--- src/rtl/regfile_wb_arbiter.sv ---
// Write-back arbiter that shares the single register-file write port between the
// ALU result path (slot A) and the load-data path (slot B), granting the oldest entry.
module regfile_wb_arbiter #(
    parameter int ADDR_W = 5,
    parameter int DATA_W = 32,
    parameter int NREG   = 32
) (
    input  logic              clk,
    input  logic              rst,
    input  logic              rdy,
    input  logic              a_valid,
    output logic              a_ready,
    input  logic [ADDR_W-1:0] a_addr,
    input  logic [DATA_W-1:0] a_data,
    input  logic              b_valid,
    output logic              b_ready,
    input  logic [ADDR_W-1:0] b_addr,
    input  logic [DATA_W-1:0] b_data,
    output logic              we,
    output logic [ADDR_W-1:0] waddr,
    output logic [DATA_W-1:0] wdata,
    output logic [NREG-1:0]   pending,
    output logic              busy
);

    // One-hot decode of a destination register; x0 never reports as pending.
    function automatic logic [NREG-1:0] addr_onehot(input logic [ADDR_W-1:0] addr);
        logic [NREG-1:0] v;
        v = '0;
        for (int r = 1; r < NREG; r++) begin
            v[r] = (int'(addr) == r);
        end
        return v;
    endfunction

    logic              a_v_q, a_v_d;
    logic [ADDR_W-1:0] a_addr_q, a_addr_d;
    logic [DATA_W-1:0] a_data_q, a_data_d;
    logic              b_v_q, b_v_d;
    logic [ADDR_W-1:0] b_addr_q, b_addr_d;
    logic [DATA_W-1:0] b_data_q, b_data_d;
    logic              b_older_q, b_older_d;
    logic              we_q, we_d;
    logic [ADDR_W-1:0] waddr_q, waddr_d;
    logic [DATA_W-1:0] wdata_q, wdata_d;

    logic              grant_a_s, grant_b_s;
    logic              acc_a_s, acc_b_s;

    // Grant from slot state only; rdy=0 freezes arbitration entirely.
    always_comb begin
        grant_a_s = rdy && a_v_q && (!b_v_q || !b_older_q);
        grant_b_s = rdy && b_v_q && (!a_v_q ||  b_older_q);
        a_ready   = !rst && rdy && (!a_v_q || grant_a_s);
        b_ready   = !rst && rdy && (!b_v_q || grant_b_s);
        acc_a_s   = a_valid && a_ready;
        acc_b_s   = b_valid && b_ready;
    end

    // Next-state for slots, age flag and the registered write port.
    always_comb begin
        a_v_d     = a_v_q;
        a_addr_d  = a_addr_q;
        a_data_d  = a_data_q;
        b_v_d     = b_v_q;
        b_addr_d  = b_addr_q;
        b_data_d  = b_data_q;
        b_older_d = b_older_q;
        we_d      = 1'b0;
        waddr_d   = waddr_q;
        wdata_d   = wdata_q;

        if (grant_a_s) begin
            a_v_d = 1'b0;
        end else begin
            a_v_d = a_v_q;
        end
        if (acc_a_s) begin
            a_v_d    = 1'b1;
            a_addr_d = a_addr;
            a_data_d = a_data;
        end else begin
            a_addr_d = a_addr_q;
        end

        if (grant_b_s) begin
            b_v_d = 1'b0;
        end else begin
            b_v_d = b_v_q;
        end
        if (acc_b_s) begin
            b_v_d    = 1'b1;
            b_addr_d = b_addr;
            b_data_d = b_data;
        end else begin
            b_addr_d = b_addr_q;
        end

        // A MEM-stage load precedes the EX-stage result, so B wins simultaneous loads.
        if (acc_a_s) begin
            b_older_d = 1'b1;
        end else if (acc_b_s) begin
            b_older_d = !(a_v_q && !grant_a_s);
        end else begin
            b_older_d = b_older_q;
        end

        if (grant_a_s) begin
            we_d    = |a_addr_q;
            waddr_d = a_addr_q;
            wdata_d = a_data_q;
        end else if (grant_b_s) begin
            we_d    = |b_addr_q;
            waddr_d = b_addr_q;
            wdata_d = b_data_q;
        end else begin
            we_d    = 1'b0;
        end
    end

    // State registers with synchronous reset; reset drops held entries unwritten.
    always_ff @(posedge clk) begin
        if (rst) begin
            a_v_q     <= 1'b0;
            a_addr_q  <= '0;
            a_data_q  <= '0;
            b_v_q     <= 1'b0;
            b_addr_q  <= '0;
            b_data_q  <= '0;
            b_older_q <= 1'b0;
            we_q      <= 1'b0;
            waddr_q   <= '0;
            wdata_q   <= '0;
        end else begin
            a_v_q     <= a_v_d;
            a_addr_q  <= a_addr_d;
            a_data_q  <= a_data_d;
            b_v_q     <= b_v_d;
            b_addr_q  <= b_addr_d;
            b_data_q  <= b_data_d;
            b_older_q <= b_older_d;
            we_q      <= we_d;
            waddr_q   <= waddr_d;
            wdata_q   <= wdata_d;
        end
    end

    // Status derived purely from registered slot state.
    always_comb begin
        pending = '0;
        if (a_v_q) begin
            pending = pending | addr_onehot(a_addr_q);
        end else begin
            pending = pending;
        end
        if (b_v_q) begin
            pending = pending | addr_onehot(b_addr_q);
        end else begin
            pending = pending;
        end
        busy  = a_v_q || b_v_q;
        we    = we_q;
        waddr = waddr_q;
        wdata = wdata_q;
    end

endmodule

--- config.mk ---
export PLATFORM = sky130hd
export DESIGN_NAME = regfile_wb_arbiter
export DESIGN_NICKNAME = d
export VERILOG_FILES = /design/src/rtl/regfile_wb_arbiter.sv
export SDC_FILE = /design/constraint.sdc
export NUM_CORES = 1
export LEC_CHECK = 0
export BUFFER_PORTS_ARGS = -buffer_cell sky130_fd_sc_hd__buf_2
export CAP_MARGIN = 20
export CORE_MARGIN = 1
export CORE_UTILIZATION = 50
export CTS_BUF_LIST = sky130_fd_sc_hd__clkbuf_8
export DETAILED_ROUTE_END_ITERATION = 8
export GPL_ROUTABILITY_DRIVEN = 1
export PLACE_DENSITY = 0.82
export SYNTH_ARGS = -nofsm -noshare
export SYNTH_HDL_FRONTEND = slang
export SYNTH_SLANG_ARGS = --single-unit
--- constraint.sdc ---
create_clock -name clk -period 2.7 [get_ports clk]
set_clock_uncertainty 0.05 [all_clocks]
set_input_delay 0.135 -clock clk [delete_from_list [all_inputs] [get_ports clk]]
set_output_delay 0.135 -clock clk [all_outputs]
set_load 0.1 [all_outputs]
==> results.ini, run 1 <==
[yosys]
ys_seq_area_share_pct=42.1
synth_edf_count=0
syn-num-nets=743
yosysWarnings=0
yosysMostFrequentCell=nand3_1
yosys-top-cells-area=dfxtp_1 (42%), nand3_1 (11%), o21ai_0 (8.2%), a311oi_2 (7.4%), a21oi_1 (7.1%)
synth_cells=664
syn_area_per_cell_um2=8.24
ys_seq_elements=115
synth-main-ff-cell=dfxtp_1
synthDistinctLibCells=36
yosysTopAreaCell=dfxtp_1
netlist_area_mm2=0.00547
synthArstFlopShare_pct=0
synthTopCellsByCount=nand3_1 (116), dfxtp_1 (115), o21ai_0 (90), a21oi_1 (78), nor2_1 (42)
synth_top_area_share_pct=42.1

[sta]
fin_crit_sh_pct=88.2
fmax_mhz=420
setup_viol=0
rsz0062_at_grt=false
maxSlewHeadroom_pct=39.3
maxSlewViolCount=0
fin_setup_tns_ps=0
worstMarginPinSlew_ps=910
final_hold_viol_count=0
period_needed_ps=2380

[place]
portBuffers=150
hpwlAfterDp_mm=10.6
place_congestion=0.925

[grt]
overflow=0
grt_max_degree=78
grt_pass1_wl_mm=28.0
grt_antenna_before_repair=1
grt_pass1_vias=5886
grt_usage_pct=31.1

[clock_network]
cts_buffer_depth=2
post_cts_buffers=0
cts_root_buf=clkbuf_8
cts.sinks=115
cts.clk_slew.worst_paths_ps=60
clk_latency_ps=400
cts-htree-levels=4
cts_tree=yes
cts_buffers=17

[cells_and_area]
fin_nets=920
area_growth_pct=33.2
nFillCells=814
drive_gt1_share_pct=27.2

[setup_path]
crit_path_max_fanout=17
rr_worst_depth=4
cp.arrival_ps=2200
end_kind=output pin
critical_path_class=flop to output pin
start_kind=flop
required_ps=2520

[worst_hold_path]
hp-class=input port to flop
whs_path_depth=3

[floorplanning]
num_rows=37
initial_core_util_pct=52.3
core-area_mm2=0.0105
num_io_pins=152
die_x_um=107
die_area_mm2=0.0114
die_y_um=107

[run_status]
status=finished clean

[drt]
drt-initial-drc-count=518
dr_total_vias=6209
via_per_inst=6.26
drtPass1Iterations=5
ant_nets=0
wl_mm=17.9
drc_errors=0
wire_per_inst_um=18.0

[pwr]
total_power_mw=4.29
p_per_area_mw_per_mm2=589
leakagePower_nw=2.70
vdd_drop_max_uv=354

[run]
cap_violations=0

-- layout by cell type (no fill, tap or decap), types with 2 or more instances in the layout --
cell           instances
clkinv_2               3
o22ai_1               31
nor2_1                42
o21ai_1               22
a311oi_1              11
or2_2                  4
buf_12                 2
buf_2                148
a21oi_1               78
clkbuf_8              20
diode_2                2
nand2_1                9
nand2b_1               6
buf_4                 15
dfxtp_1              115
nand3_1              115
a311oi_2              27
inv_1                  3
nand3b_1               9
dlygate4sd3_1         74
and3b_1                2
and2_1                 2
o21ai_0               90
nand4b_1               2
bufinv_16              4
-- per-layer routing --
| metal | track usage [%] | vias up | part of all wire, % |
|---|---|---|---|
| met3 | 6.08 | 58 | 8.9 |
| met4 | 14.6 | 0 | 3.0 |
| li1 | - | 2806 | - |
| met5 | 0 | - | 0 |
| met1 | 36.8 | 2941 | 38 |
| met2 | 53.8 | 404 | 50 |
-- repair_timing --
item,CTS,global route
hold buffers,74,0
hold endpoints to repair,74,0
resized for setup,0,0
-- per-stage QoR --
step / cells / area (µm²) / setup WS, ps / hold slack, ps / utilization [%]
3_3_place_gp: 884 / 6100 / 821 / 339 / 58.3
5_1_grt: 991 / 7280 / 226 / 49.3 / 69.6
2_1_floorplan: 664 / 5470 / 20.7 / 233 / -
3_5_place_dp: 884 / 6100 / 729 / 345 / 58.3
6_report: 992 / 7290 / 319 / 63.1 / 69.6
4_1_cts: 990 / 7280 / 375 / 52.7 / 69.6
-- flip-flops by register name, summed over array words and instances (netlist names) --
| name | cells |
|---|---|
| b_data_q | 32 |
| b_v_q | 1 |
| waddr | 5 |
| a_data_q | 32 |
| wdata | 32 |
| a_addr_q | 5 |
| we | 1 |
| a_v_q | 1 |
| b_addr_q | 5 |
| b_older_q | 1 |
-- worst paths after layout --
path	end	from	slack, ps
worst max register to register	wdata[0]	a_v_q	660
worst min register to register	b_data_q[24]	b_data_q[24]	430
worst max-delay path	pending[8]	a_v_q	320
worst min-delay path	we	rdy	60
-- critical path, cell delays in order (launching register included) --
cell	delay, ps
dfxtp_1	670
and2b_1	270
nand3b_1	180
o22ai_1	220
buf_2	460
-- area by class of cell --
type | count | area (µm²) | area share (%)
timing repair buffer | 239 | 1630 | 22.4
tap | 136 | 170 | 2.34
antenna | 2 | 5.00 | 0.0687
sequential | 115 | 2300 | 31.6
clock inverter | 12 | 163 | 2.23
clock buffer | 20 | 275 | 3.78
multi-input combinational | 468 | 2740 | 37.6
-- power by group --
| group | internal (mW) | leakage [nW] | switching, mW |
|---|---|---|---|
| Clock | 1.07 | 0.232 | 0.676 |
| Sequential | 1.77 | 0.935 | 0.0536 |
| Combinational | 0.230 | 1.53 | 0.494 |
-- logic make-up (layout without fill, tap and decap cells) --
kind of cell    count (synthesis)  count (layout)  synth area share (%)
compound gates                264             264                  30.9
flops                         115             115                  42.1
simple gates                  203             203                  18.8
buf+inv                        81             271                  8.14
other cells                     1               3                0.0685
Note: power is estimated with default switching activity, not from simulation.
==> run 2, diff against run 1 <==
--- a/config.mk
+++ b/config.mk
@@ -5,6 +5,7 @@
 export SDC_FILE = /design/constraint.sdc
 export NUM_CORES = 1
 export LEC_CHECK = 0
+export ABC_AREA = 1
 export BUFFER_PORTS_ARGS = -buffer_cell sky130_fd_sc_hd__buf_2
 export CAP_MARGIN = 20
 export CORE_MARGIN = 1
==> results.ini, run 2 <==
[run_status]
status=finished clean

[setup_path]
r2r-end=wdata[30]
path_cells=clkinvlp_4 > buf_4 > o21ai_0 > buf_2
worst_path_max_delay_cell=dfxtp_1
crit_path_max_incr_delay_ps=680  ; about the same
rr_worst_depth=8  ; +4
reg2reg_slack_ps=630  ; -30 ps
end_kind=output pin
r2r_start=a_v_q
crit_path_max_fanout=16  ; -1
start_kind=flop
cp.arrival_ps=2390  ; +190 ps
required_ps=2520  ; about the same
critical_path_class=flop to output pin

[drt]
wl_mm=15.9  ; -11%
drtPass1Iterations=5  ; unchanged
dr_total_vias=5975  ; -3.8%
ant_nets=0  ; unchanged
wire_per_inst_um=13.0  ; -28%
drt-initial-drc-count=388  ; -25%
via_per_inst=4.86  ; -22%
drc_errors=0  ; unchanged

[yosys]
synthArstFlopShare_pct=0  ; unchanged
synthTopCellsByCount=nand2_1 (322), nor2_1 (171), dfxtp_1 (115), inv_1 (93)
syn_area_per_cell_um2=6.19  ; -25%
yosys-top-cells-area=dfxtp_1 (42%), nand2_1 (22%), nor2_1 (12%), inv_1 (6.4%), a21oi_1 (3.7%)
ys_seq_area_share_pct=42.5  ; +0.41 points
muxShareOfSynthArea_pct=0  ; unchanged
yosysWarnings=0  ; unchanged
synth_compound_gate_area_share_pct=6.81  ; -24 points
synth_edf_count=0  ; unchanged
synthDistinctLibCells=22  ; -39%
yosysTopAreaCell=dfxtp_1
synth_top_family_by_area=simple AND/OR/NAND/NOR gates
syn-num-nets=955  ; +29%
synth-main-ff-cell=dfxtp_1
ys_seq_elements=115  ; unchanged
synth_xor_area_share_pct=0  ; unchanged
synth_top_area_share_pct=42.5  ; +0.41 points
synth_cells=876  ; +32%
netlist_area_mm2=0.00542  ; -0.96%
yosysMostFrequentCell=nand2_1
synth-simple-area-share_pct=39.0  ; +20 points
synthAdderAreaFrac_pct=0  ; unchanged

[worst_hold_path]
min_to=b_older_q
worstHoldStart=rst
whs_path_depth=5  ; +2
hp-class=input port to flop

[place]
portBuffers=150  ; unchanged
hpwlAfterDp_mm=9.17  ; -13%
place_ws_ps=665  ; -64.2 ps
place_congestion=0.891  ; -3.7%
placed_cells=1124  ; +27%

[sta]
maxSlewViolCount=0  ; unchanged
worstMarginPinSlew_ps=708  ; -202 ps
period_needed_ps=2580  ; +194 ps
fin_crit_sh_pct=95.4  ; +7.2 points
rsz0062_at_grt=false
fmax_mhz=388  ; -7.5%
final_hold_viol_count=0  ; unchanged
fin_ws_ps=125  ; -194 ps
maxSlewHeadroom_pct=52.7  ; +13 points
setup_viol=0  ; unchanged

[clock_network]
cts.sinks=115  ; unchanged
clk_latency_ps=420  ; +20 ps
cts_buffers=17  ; unchanged
cts.clk_slew.worst_paths_ps=60  ; about the same
post_cts_buffers=0  ; unchanged
cts_buffer_depth=2  ; unchanged
cts_root_buf=clkbuf_8
cts_tree=yes
cts-htree-levels=4  ; unchanged

[cells_and_area]
area_growth_pct=34.3
drive_gt1_share_pct=18.0  ; -9.1 points
fin_nets=1161  ; +26%
layout_common_cells=nand2_1 (322), nor2_1 (171), buf_2 (150)
layout_commonest_cell=nand2_1
final_cells=1230  ; +24%

[floorplanning]
die_area_mm2=0.0113  ; -0.94%
die_x_um=106  ; -0.47%
num_rows=37  ; unchanged
initial_core_util_pct=52.0  ; -0.27 points
core-area_mm2=0.0104  ; -0.44%
die_y_um=106  ; -0.47%
num_io_pins=152  ; unchanged

[pwr]
p_per_area_mw_per_mm2=517  ; -12%
leakagePower_nw=3.92  ; +46%
total_power_mw=3.76  ; -12%
vdd_drop_max_uv=359  ; +1.7%

[run]
cap_violations=0  ; unchanged

[grt]
grt_max_degree=65  ; -17%
grt_usage_pct=28.9  ; -2.2 points
overflow=0  ; unchanged
grt_antenna_before_repair=1  ; unchanged
grt_pass1_wl_mm=25.7  ; -8.4%
grt_pass1_vias=5677  ; -3.6%

==> run 2: logic make-up after synthesis <==
| group | count (synthesis) |
|---|---|
| AOI/OAI and AO/OA | 72 |
| buffers and inverters | 145 |
| DFF | 115 |
| other | 1 |
| and+or+nand+nor | 543 |
==> run 2: layer usage <==
metal	GRT usage [%]	vias to the layer above	share of wire (%)	wire length, µm
li1	-	3038	-	-
met1	33.1	2624	41	6560
met2	49.4	261	49	7730
met5	0	-	0	0
met4	14.4	0	3.3	525
met3	7.54	52	6.9	1110
==> run 2: layout make-up <==
type | count | area [µm²]
antenna | 1 | 2.50
clock buffer | 21 | 289
clock inverter | 9 | 41.3
fill | 878 | 3140
inverter | 96 | 364
multi-input combinational | 616 | 2500
sequential | 115 | 2300
tap | 136 | 170
timing repair buffer | 236 | 1610
==> run 2: worst max path at each step <==
| stage | startpoint | endpoint | slack, ps | cells past startpoint |
|---|---|---|---|---|
| 6_report | b_addr_q[4] | pending[28] | 120 | 4 |
| 5_1_grt | b_addr_q[4] | pending[28] | 10 | 4 |
| 4_1_cts | b_addr_q[4] | pending[28] | 190 | 4 |
| 3_5_place_dp | b_addr_q[4] | pending[28] | 670 | 4 |
| 3_3_place_gp | b_addr_q[4] | pending[28] | 680 | 4 |
| 2_1_floorplan | b_v_q | pending[12] | -480 | 4 |
==> run 2: per-stage QoR <==
stage	instance area (µm²)	utilization, %	hold WS [ps]	TNS [ps]
floorplan	5430	-	220	-3830
global placement	6190	59.4	306	0
detailed placement	6190	59.4	312	0
CTS	7270	69.8	89.7	0
global route	7280	69.9	122	0
finish	7280	69.9	108	0
==> run 2: critical path, delay by kind of cell, from the launching register on <==
family / cells / cell delay, ps
DFF: 1 / 680
AOI/OAI and AO/OA: 1 / 190
buffers and inverters: 3 / 1100
==> run 2: what timing repair did <==
action,CTS,global route
gates resized for setup,0,1
setup endpoints to repair,0,2
endpoints found under the hold margin,75,0
hold buffers,75,0
==> run 2: power breakdown <==
group | leakage (nW) | switching (mW) | internal [mW] | total (mW)
Combinational | 2.80 | 0.402 | 0.217 | 0.619
Sequential | 0.936 | 0.0310 | 1.77 | 1.80
Clock | 0.190 | 0.643 | 0.700 | 1.34
Total | 3.92 | 1.08 | 2.69 | 3.76
